## src/rtl/jk_arb_pkg.sv

```systemverilog
// jk_arb_pkg: shared FSM state type and JK command encodings for jk_reg_arbiter.
//   state_t : IDLE (waiting for a request), APPLY (register update), RESP (answer handshake)
//   OP_*    : {J,K} command encodings applied to each masked register bit
package jk_arb_pkg;

    typedef enum logic [1:0] {IDLE, APPLY, RESP} state_t;

    localparam logic [1:0] OP_HOLD = 2'b00;
    localparam logic [1:0] OP_CLR  = 2'b01;
    localparam logic [1:0] OP_SET  = 2'b10;
    localparam logic [1:0] OP_TGL  = 2'b11;

endpackage

```

## src/rtl/rr_arbiter.sv

```systemverilog
// rr_arbiter: combinational round-robin picker; the search starts at ptr and wraps.
//   req   in  N_REQ  request vector
//   ptr   in  IDW    highest-priority index for this search
//   grant out N_REQ  one-hot grant (zero when no request)
//   idx   out IDW    encoded winner index
//   any   out 1      at least one request present
module rr_arbiter #(
    parameter int N_REQ = 4,
    parameter int IDW   = $clog2(N_REQ)
) (
    input  logic [N_REQ-1:0] req,
    input  logic [IDW-1:0]   ptr,
    output logic [N_REQ-1:0] grant,
    output logic [IDW-1:0]   idx,
    output logic             any
);

    // Walk offsets from farthest to nearest so the nearest requester at or after ptr wins last.
    always_comb begin
        idx = '0;
        for (int i = N_REQ - 1; i >= 0; i--) begin
            if (req[(int'(ptr) + i) % N_REQ]) idx = IDW'((int'(ptr) + i) % N_REQ);
        end
        any   = |req;
        grant = any ? N_REQ'(1) << idx : '0;
    end

endmodule

```

## src/rtl/jk_reg_arbiter.sv

```systemverilog
// jk_reg_arbiter: round-robin shared JK register bank; one command per grant, answered by a response handshake.
//   clk, rst (sync, active-low)
//   req_valid/req_ready  per-requester command handshake (ready one-hot)
//   req_op   {J,K} per requester at [2i+1:2i];  req_mask WIDTH bits per requester
//   resp_valid/resp_ready, resp_id, resp_q  answer carrying the updated register value
//   q     live register contents;  busy  FSM not idle
module jk_reg_arbiter
    import jk_arb_pkg::*;
#(
    parameter int N_REQ = 4,
    parameter int WIDTH = 8,
    parameter int IDW   = $clog2(N_REQ)
) (
    input  logic                   clk,
    input  logic                   rst,
    input  logic [N_REQ-1:0]       req_valid,
    output logic [N_REQ-1:0]       req_ready,
    input  logic [2*N_REQ-1:0]     req_op,
    input  logic [WIDTH*N_REQ-1:0] req_mask,
    output logic                   resp_valid,
    input  logic                   resp_ready,
    output logic [IDW-1:0]         resp_id,
    output logic [WIDTH-1:0]       resp_q,
    output logic [WIDTH-1:0]       q,
    output logic                   busy
);

    state_t           state, state_nx;
    logic [IDW-1:0]   ptr, id_r, win;
    logic [1:0]       op_r;
    logic [WIDTH-1:0] mask_r, q_nx;
    logic [N_REQ-1:0] grant;
    logic             any;

    rr_arbiter #(.N_REQ(N_REQ), .IDW(IDW)) u_arb (
        .req   (req_valid),
        .ptr   (ptr),
        .grant (grant),
        .idx   (win),
        .any   (any)
    );

    always_ff @(posedge clk) begin
        if (!rst) state <= IDLE;
        else      state <= state_nx;
    end

    always_comb begin
        state_nx = state == IDLE  ? (any ? APPLY : IDLE) :
                   state == APPLY ? RESP :
                   state == RESP  ? (resp_ready ? IDLE : RESP) : IDLE;
    end

    // Ready is gated by rst so no acceptance is signalled while reset is held.
    always_comb begin
        req_ready  = (rst && state == IDLE) ? grant : '0;
        resp_valid = state == RESP;
        resp_id    = resp_valid ? id_r : '0;
        resp_q     = resp_valid ? q : '0;
        busy       = state != IDLE;
    end

    always_ff @(posedge clk) begin
        if (!rst) begin
            ptr    <= '0;
            id_r   <= '0;
            op_r   <= OP_HOLD;
            mask_r <= '0;
            q      <= '0;
        end else begin
            if (state == IDLE && any) begin
                op_r   <= req_op[2*win +: 2];
                mask_r <= req_mask[WIDTH*win +: WIDTH];
                id_r   <= win;
                ptr    <= win == IDW'(N_REQ - 1) ? '0 : win + 1'b1;
            end
            if (state == APPLY) q <= q_nx;
        end
    end

    for (genvar b = 0; b < WIDTH; b++) begin : g_bit
        logic [1:0] jk;
        assign jk      = {op_r[1] & mask_r[b], op_r[0] & mask_r[b]};
        assign q_nx[b] = jk == OP_TGL ? ~q[b] :
                         jk == OP_SET ? 1'b1  :
                         jk == OP_CLR ? 1'b0  : q[b];
    end

endmodule

```

## config.mk

```make
export PLATFORM = sky130hd
export DESIGN_NAME = jk_reg_arbiter
export DESIGN_NICKNAME = d
export VERILOG_FILES = /design/src/rtl/jk_arb_pkg.sv /design/src/rtl/rr_arbiter.sv /design/src/rtl/jk_reg_arbiter.sv
export SDC_FILE = /design/constraint.sdc
export NUM_CORES = 1
export LEC_CHECK = 0
export CORE_MARGIN = 2
export CORE_UTILIZATION = 35
export CTS_BUF_LIST = sky130_fd_sc_hd__clkbuf_16
export DETAILED_ROUTE_END_ITERATION = 10
export PLACE_DENSITY = 0.79
export SYNTH_ARGS = -nofsm -noshare
export SYNTH_HDL_FRONTEND = slang
export SYNTH_HIERARCHICAL = 1
export SYNTH_SLANG_ARGS = --single-unit
```

## constraint.sdc

```tcl
create_clock -name clk -period 4.91 [get_ports clk]
set_clock_uncertainty 0.05 [all_clocks]
set_input_delay 1.473 -clock clk [delete_from_list [all_inputs] [get_ports clk]]
set_output_delay 1.473 -clock clk [all_outputs]
set_load 0.05 [all_outputs]
```

== Word-level counts from Yosys, hierarchy flattened ==
Index checks and enable logic that the tools add are counted.

* Mux-type cells: 49
* Bitwise logic cells: 27
* $lt $le $gt $ge: 4
* Reduce and logical (&&, ||, !) cells: 24
* Equal/unequal tests: 27
* $add $sub $neg: 4
* Shift operators: 3

{| class="wikitable"
|+ Operators with widths
! cell !! number
|-
| == test 2 bit, second input constant || 18
|-
| two-way mux 1 bit || 32
|-
| indexed part select 32 x 6 -> 8 bit || 1
|-
| nonzero test 3 bit || 8
|-
| two-way mux 2 bit || 10
|-
| == test 2 x 1 -> 1 bit, second input constant || 9
|-
| AND 1 bit || 16
|-
| AND reduction 2 bit || 8
|-
| less-than comparator 3 x 4 -> 1 bit, second input constant || 3
|-
| binary-select mux 1 bit (select 2 bit) || 4
|-
| two-way mux 4 bit || 2
|-
| two-way mux 8 bit || 1
|-
| inverter 1 bit || 8
|-
| indexed part select 8 x 4 -> 2 bit || 1
|-
| OR reduction 2 bit || 3
|-
| adder 2 x 1 -> 2 bit, second input constant || 2
|-
| adder 2 bit, second input constant || 2
|-
| OR reduction 4 bit || 1
|-
| left shift 1 x 2 -> 4 bit, first input constant || 1
|-
| AND 1 bit, first input constant || 3
|-
| less-than comparator 2 x 3 -> 1 bit, second input constant || 1
|-
| logical AND 1 bit || 2
|-
| logical NOT 2 bit || 1
|-
| nonzero test 2 bit || 1
|}

* Logic and storage cells: 151
* Input port bits: 47
* Bits in registers: 24
* Output and inout port bits: 24

== Longest topological paths before layout ==
* Depth after elaboration: 13
* Gate-level depth with buffers: 8
* Gate-level depth less buffers: 7

== By module ==
Netlist, hierarchy kept.

{| class="wikitable"
|+ By module, submodules not included
! module !! seq. area each (um^2) !! area an instance (um^2) !! instances !! cells each
|-
| jk_reg_arbiter || 480.5 || 1232.4 || 1 || 115
|-
| rr_arbiter || 0.0 || 211.5 || 1 || 33
|}

== Worst setup path before layout ==
No wires, ideal clock.

* Kind: in2out
* From: input req_valid[1]
* To: output req_ready[0]
* Required time: 3.387 ns
* Path buffers: 1
* Data arrival time: 2.409 ns
* Cell stages on the path: 5
* Slack: 0.978 ns
* Cell sequence: buf_4 > o2bb2ai_1 > a22o_1 > and2_1 > and3_1

* Longest elaborated chain between the ends: 10
* Elaborated cells on any way between the ends: 19
* Classes of those cells: shift (1); mux (17); reduce/logical (1)

{| class="wikitable"
|+ Ends and longest elaborated chain
! what !! line !! text
|-
| start: declaration || jk_reg_arbiter.sv:16 || <nowiki>input logic [N_REQ-1:0] req_valid,</nowiki>
|-
| binary-select mux 1 bit (select 2 bit) || rr_arbiter.sv:22 || <nowiki>if (req[(int'(ptr) + i) % N_REQ]) idx = IDW'((int'(ptr) + i) % N_REQ);</nowiki>
|-
| two-way mux 1 bit (not written as such) (2 in a row) || rr_arbiter.sv:22 ||
|-
| two-way mux 2 bit (4 in a row) || rr_arbiter.sv:22 ||
|-
| left shift 1 x 2 -> 4 bit || rr_arbiter.sv:25 || <nowiki>grant = any ? N_REQ'(1) << idx : '0;</nowiki>
|-
| two-way mux 4 bit * || rr_arbiter.sv:25 ||
|-
| named net grant[0] || jk_reg_arbiter.sv:32 || <nowiki>logic [N_REQ-1:0] grant;</nowiki>
|-
| two-way mux 4 bit * || jk_reg_arbiter.sv:56 || <nowiki>req_ready = (rst && state == IDLE) ? grant : '0;</nowiki>
|-
| end: declaration || jk_reg_arbiter.sv:17 || <nowiki>output logic [N_REQ-1:0] req_ready,</nowiki>
|}

Mark *: on every way through the listed nets, which the timed path passes. The rest lies on a longest branch. The select of a mux whose other input is x is not followed.

== Worst setup path after layout ==
* From: input req_valid[2]
* To: output req_ready[0]

Same word-level chain as after synthesis.

==> impl_results.md <==
* Number of port buffers at 70
* Prevailing post-synth register cell: dfxtp_1
* Clock root cell: clkbuf_16
* Worst slew pin tran at 0.724 ns
* Post-synth EDFFs at 0
* VDD IR max at between 0.1 and 0.15 mV
* Die area at roughly 4700 µm²
* P_leak at 0.000843 µW
* F_max at 222 MHz
* Met3 routed WL at 195 µm
* CTS tree: yes
* Crit start category: primary input
* Hold bufs inserted after CTS at 0
* Post-route DRC at 0
* Clock Tree Buf Depth at 2
* Clk_lat worst skew at around 0.26 ns
* Layout cells sized above 1 at about an eighth
* Cell area after placement at 2160 µm²
* Final setup viols at 0
* Largest cells by area after synthesis: dfxtp_1 33%, mux4_2 16%, o2bb2ai_1 6.7%
* TritonCTS buffer count at 3
* Nets at 260
* Worst path required time at around 3.4 ns
* Max Cap Violations at 0
* First-pass GRT wire length at 5.87 mm
* Fin. Hold Viols at 0
* N_diodes at 0
* CP Max Fanout at 10
* WL final at around 3.6 mm
* Post-synth top cells: 24 x dfxtp_1, 13 x a21oi_1, 12 x and2_1
* Final critical-path required period at 4.50 ns
* CP arrival at 2.97 ns
* Synth Net Count at 196
* Die extent in x at around 68 µm
* Vias in the first global route at 1290
* Top cell type's share of synthesized area at 33.3%
* Sum Neg Setup Slack at 0 ns
* Post-synthesis cell count at 148
* M1 wire length at 1.57 mm
* Syn_area_per_cell at 9.76 µm²
* Final Max Tran Viols at 0
* Drt via density at ~5.1
* Status: completed
* Design area at 2270 µm²
* Placer Congestion at around 0.75
* Initial DRC count at between 60 and 70
* Htree depth at 1
* Ports at 71
* Final HPWL DP at ~2.9 mm
* Synth area leader: dfxtp_1
* Setup CP Type: in2out
* Period Utilization, post-route at 91.6%
* Final Core Density at a little under three fifths
* DR WL met2 at 1.75 mm
* Yosys warnings at 6
* Power Dens Cells at 304 nW/µm²
* Post-cts sizing count at 0
* Drt wl/cell at about 14 µm
* Synthesized flop and latch total at 24
* Initial antenna violation count at 0
* Initial Util at 36.4%
* Largest net degree at the start of global routing at 16
* Area delta synth->final at 57.2%
* Post-CTS Setup Inserts at 0
* Slew margin rel. at 51.6%
* Sequential share of the synthesized area at around 33%
* Count leader, synth: dfxtp_1
* CP max stage delay at 0.67 ns
* FFs w/ async S/R, synth at 0%
* CP endpoint kind: output pin
* Die height at 68.2 µm
* Syn Std Cell Area at approximately 1400 µm²
* Unrepaired setup endpoints after global routing: no
* CORE AREA at 3970 µm²
* Fillers at 363
* Post-synthesis cell type count at 29
* GRT Resource Usage Total at 16.6%
* DRT Pass-1 Iters at 4
* Slowest CP cell: clkdlybuf4s50_1
* CP Cell Sequence: clkdlybuf4s50_1 -> o2bb2ai_1 -> a22o_1 -> and2_1 -> and3_1 -> buf_4
* Clock Sink Count at 24
* Floorplan row count at 23
* HP Class: reg2reg
* Highest metal used: met4
* Total congestion overflow at 0
* Routed vias at about 1300
* Reg clk slew, reported paths at 0.06 ns
* Final ANT Viol Nets at 0
==> where the power goes <==
group          internal (µW)  switching (µW)  total (µW)
clock                    162            69.5         232
sequential               218            23.6         241
combinational            118            98.4         217
total                    498             192         690
==> registers in the layout, indices dropped and copies added, names as in the netlist <==
signal	cells
id_r	2
mask_r	8
op_r	2
ptr	2
q	8
state	2
==> per-stage QoR <==
| step | setup WS [ns] | hold slack (ns) | instances | total power (µW) |
|---|---|---|---|---|
| 2_1_floorplan | 0.978 | 0.387 | 148 | 394 |
| 3_3_place_gp | 0.453 | 0.403 | 257 | 456 |
| 3_5_place_dp | 0.424 | 0.407 | 257 | 463 |
| 4_1_cts | 0.426 | 0.416 | 261 | 693 |
| 5_1_grt | 0.338 | 0.456 | 261 | 723 |
| 6_report | 0.413 | 0.414 | 261 | 690 |
==> worst max-delay path: cells and delay by family <==
kind	cells	cell delay (ns)
buf+inv	2	0.85
compound gates	2	0.35
simple gates	2	0.29
==> cells in the final DEF, fill, tap and decap left out, drive strengths merged, types with 2 or more instances in the layout <==
cell,count
clkdlybuf4s50,66
dfxtp,24
a21oi,13
and2,13
nor2,11
nand2,11
o2bb2ai,11
mux4,10
a311oi,8
inv,7
buf,6
mux2i,5
and3,4
o21ai,4
nor2b,3
clkbuf,3
o221a,2
a21boi,2
==> final cells by class <==
cell class	count	area, µm²	area share, %
multi-input combinational	104	852	37.5
timing repair buffer	72	743	32.7
sequential	24	480	21.2
clock buffer	3	75.1	3.31
tap	50	62.6	2.76
clock inverter	1	30.0	1.32
inverter	7	26.3	1.16
==> cells by family after synthesis <==
kind of cell             count (synthesis)  share of synthesized area [%]
buffers and inverters                   20                           8.15
AND/OR/NAND/NOR                         44                           16.5
multiplexers                            15                           19.1
adder cells (fa/ha/maj)                  1                          0.866
AO/OA/AOI/OAI                           44                           22.2
flip-flops                              24                           33.3
==> routing by layer <==
| layer | GRT usage (%) | vias to the layer above |
|---|---|---|
| met4 | 5.00 | 0 |
| met1 | 21.6 | 606 |
| met2 | 28.2 | 51 |
| met5 | 0 | - |
| li1 | - | 676 |
| met3 | 2.96 | 4 |
==> worst paths after layout <==
| kind | endpoint | slack [ns] | cells past startpoint | startpoint |
|---|---|---|---|---|
| min reg2reg | op_r[0] | 0.41 | 2 | op_r[0] |
| min | op_r[0] | 0.41 | 2 | op_r[0] |
| max | req_ready[0] | 0.41 | 6 | req_valid[2] |
| max reg2reg | mask_r[7] | 2.72 | 6 | ptr[1] |
(Power assumes the default switching activity.)
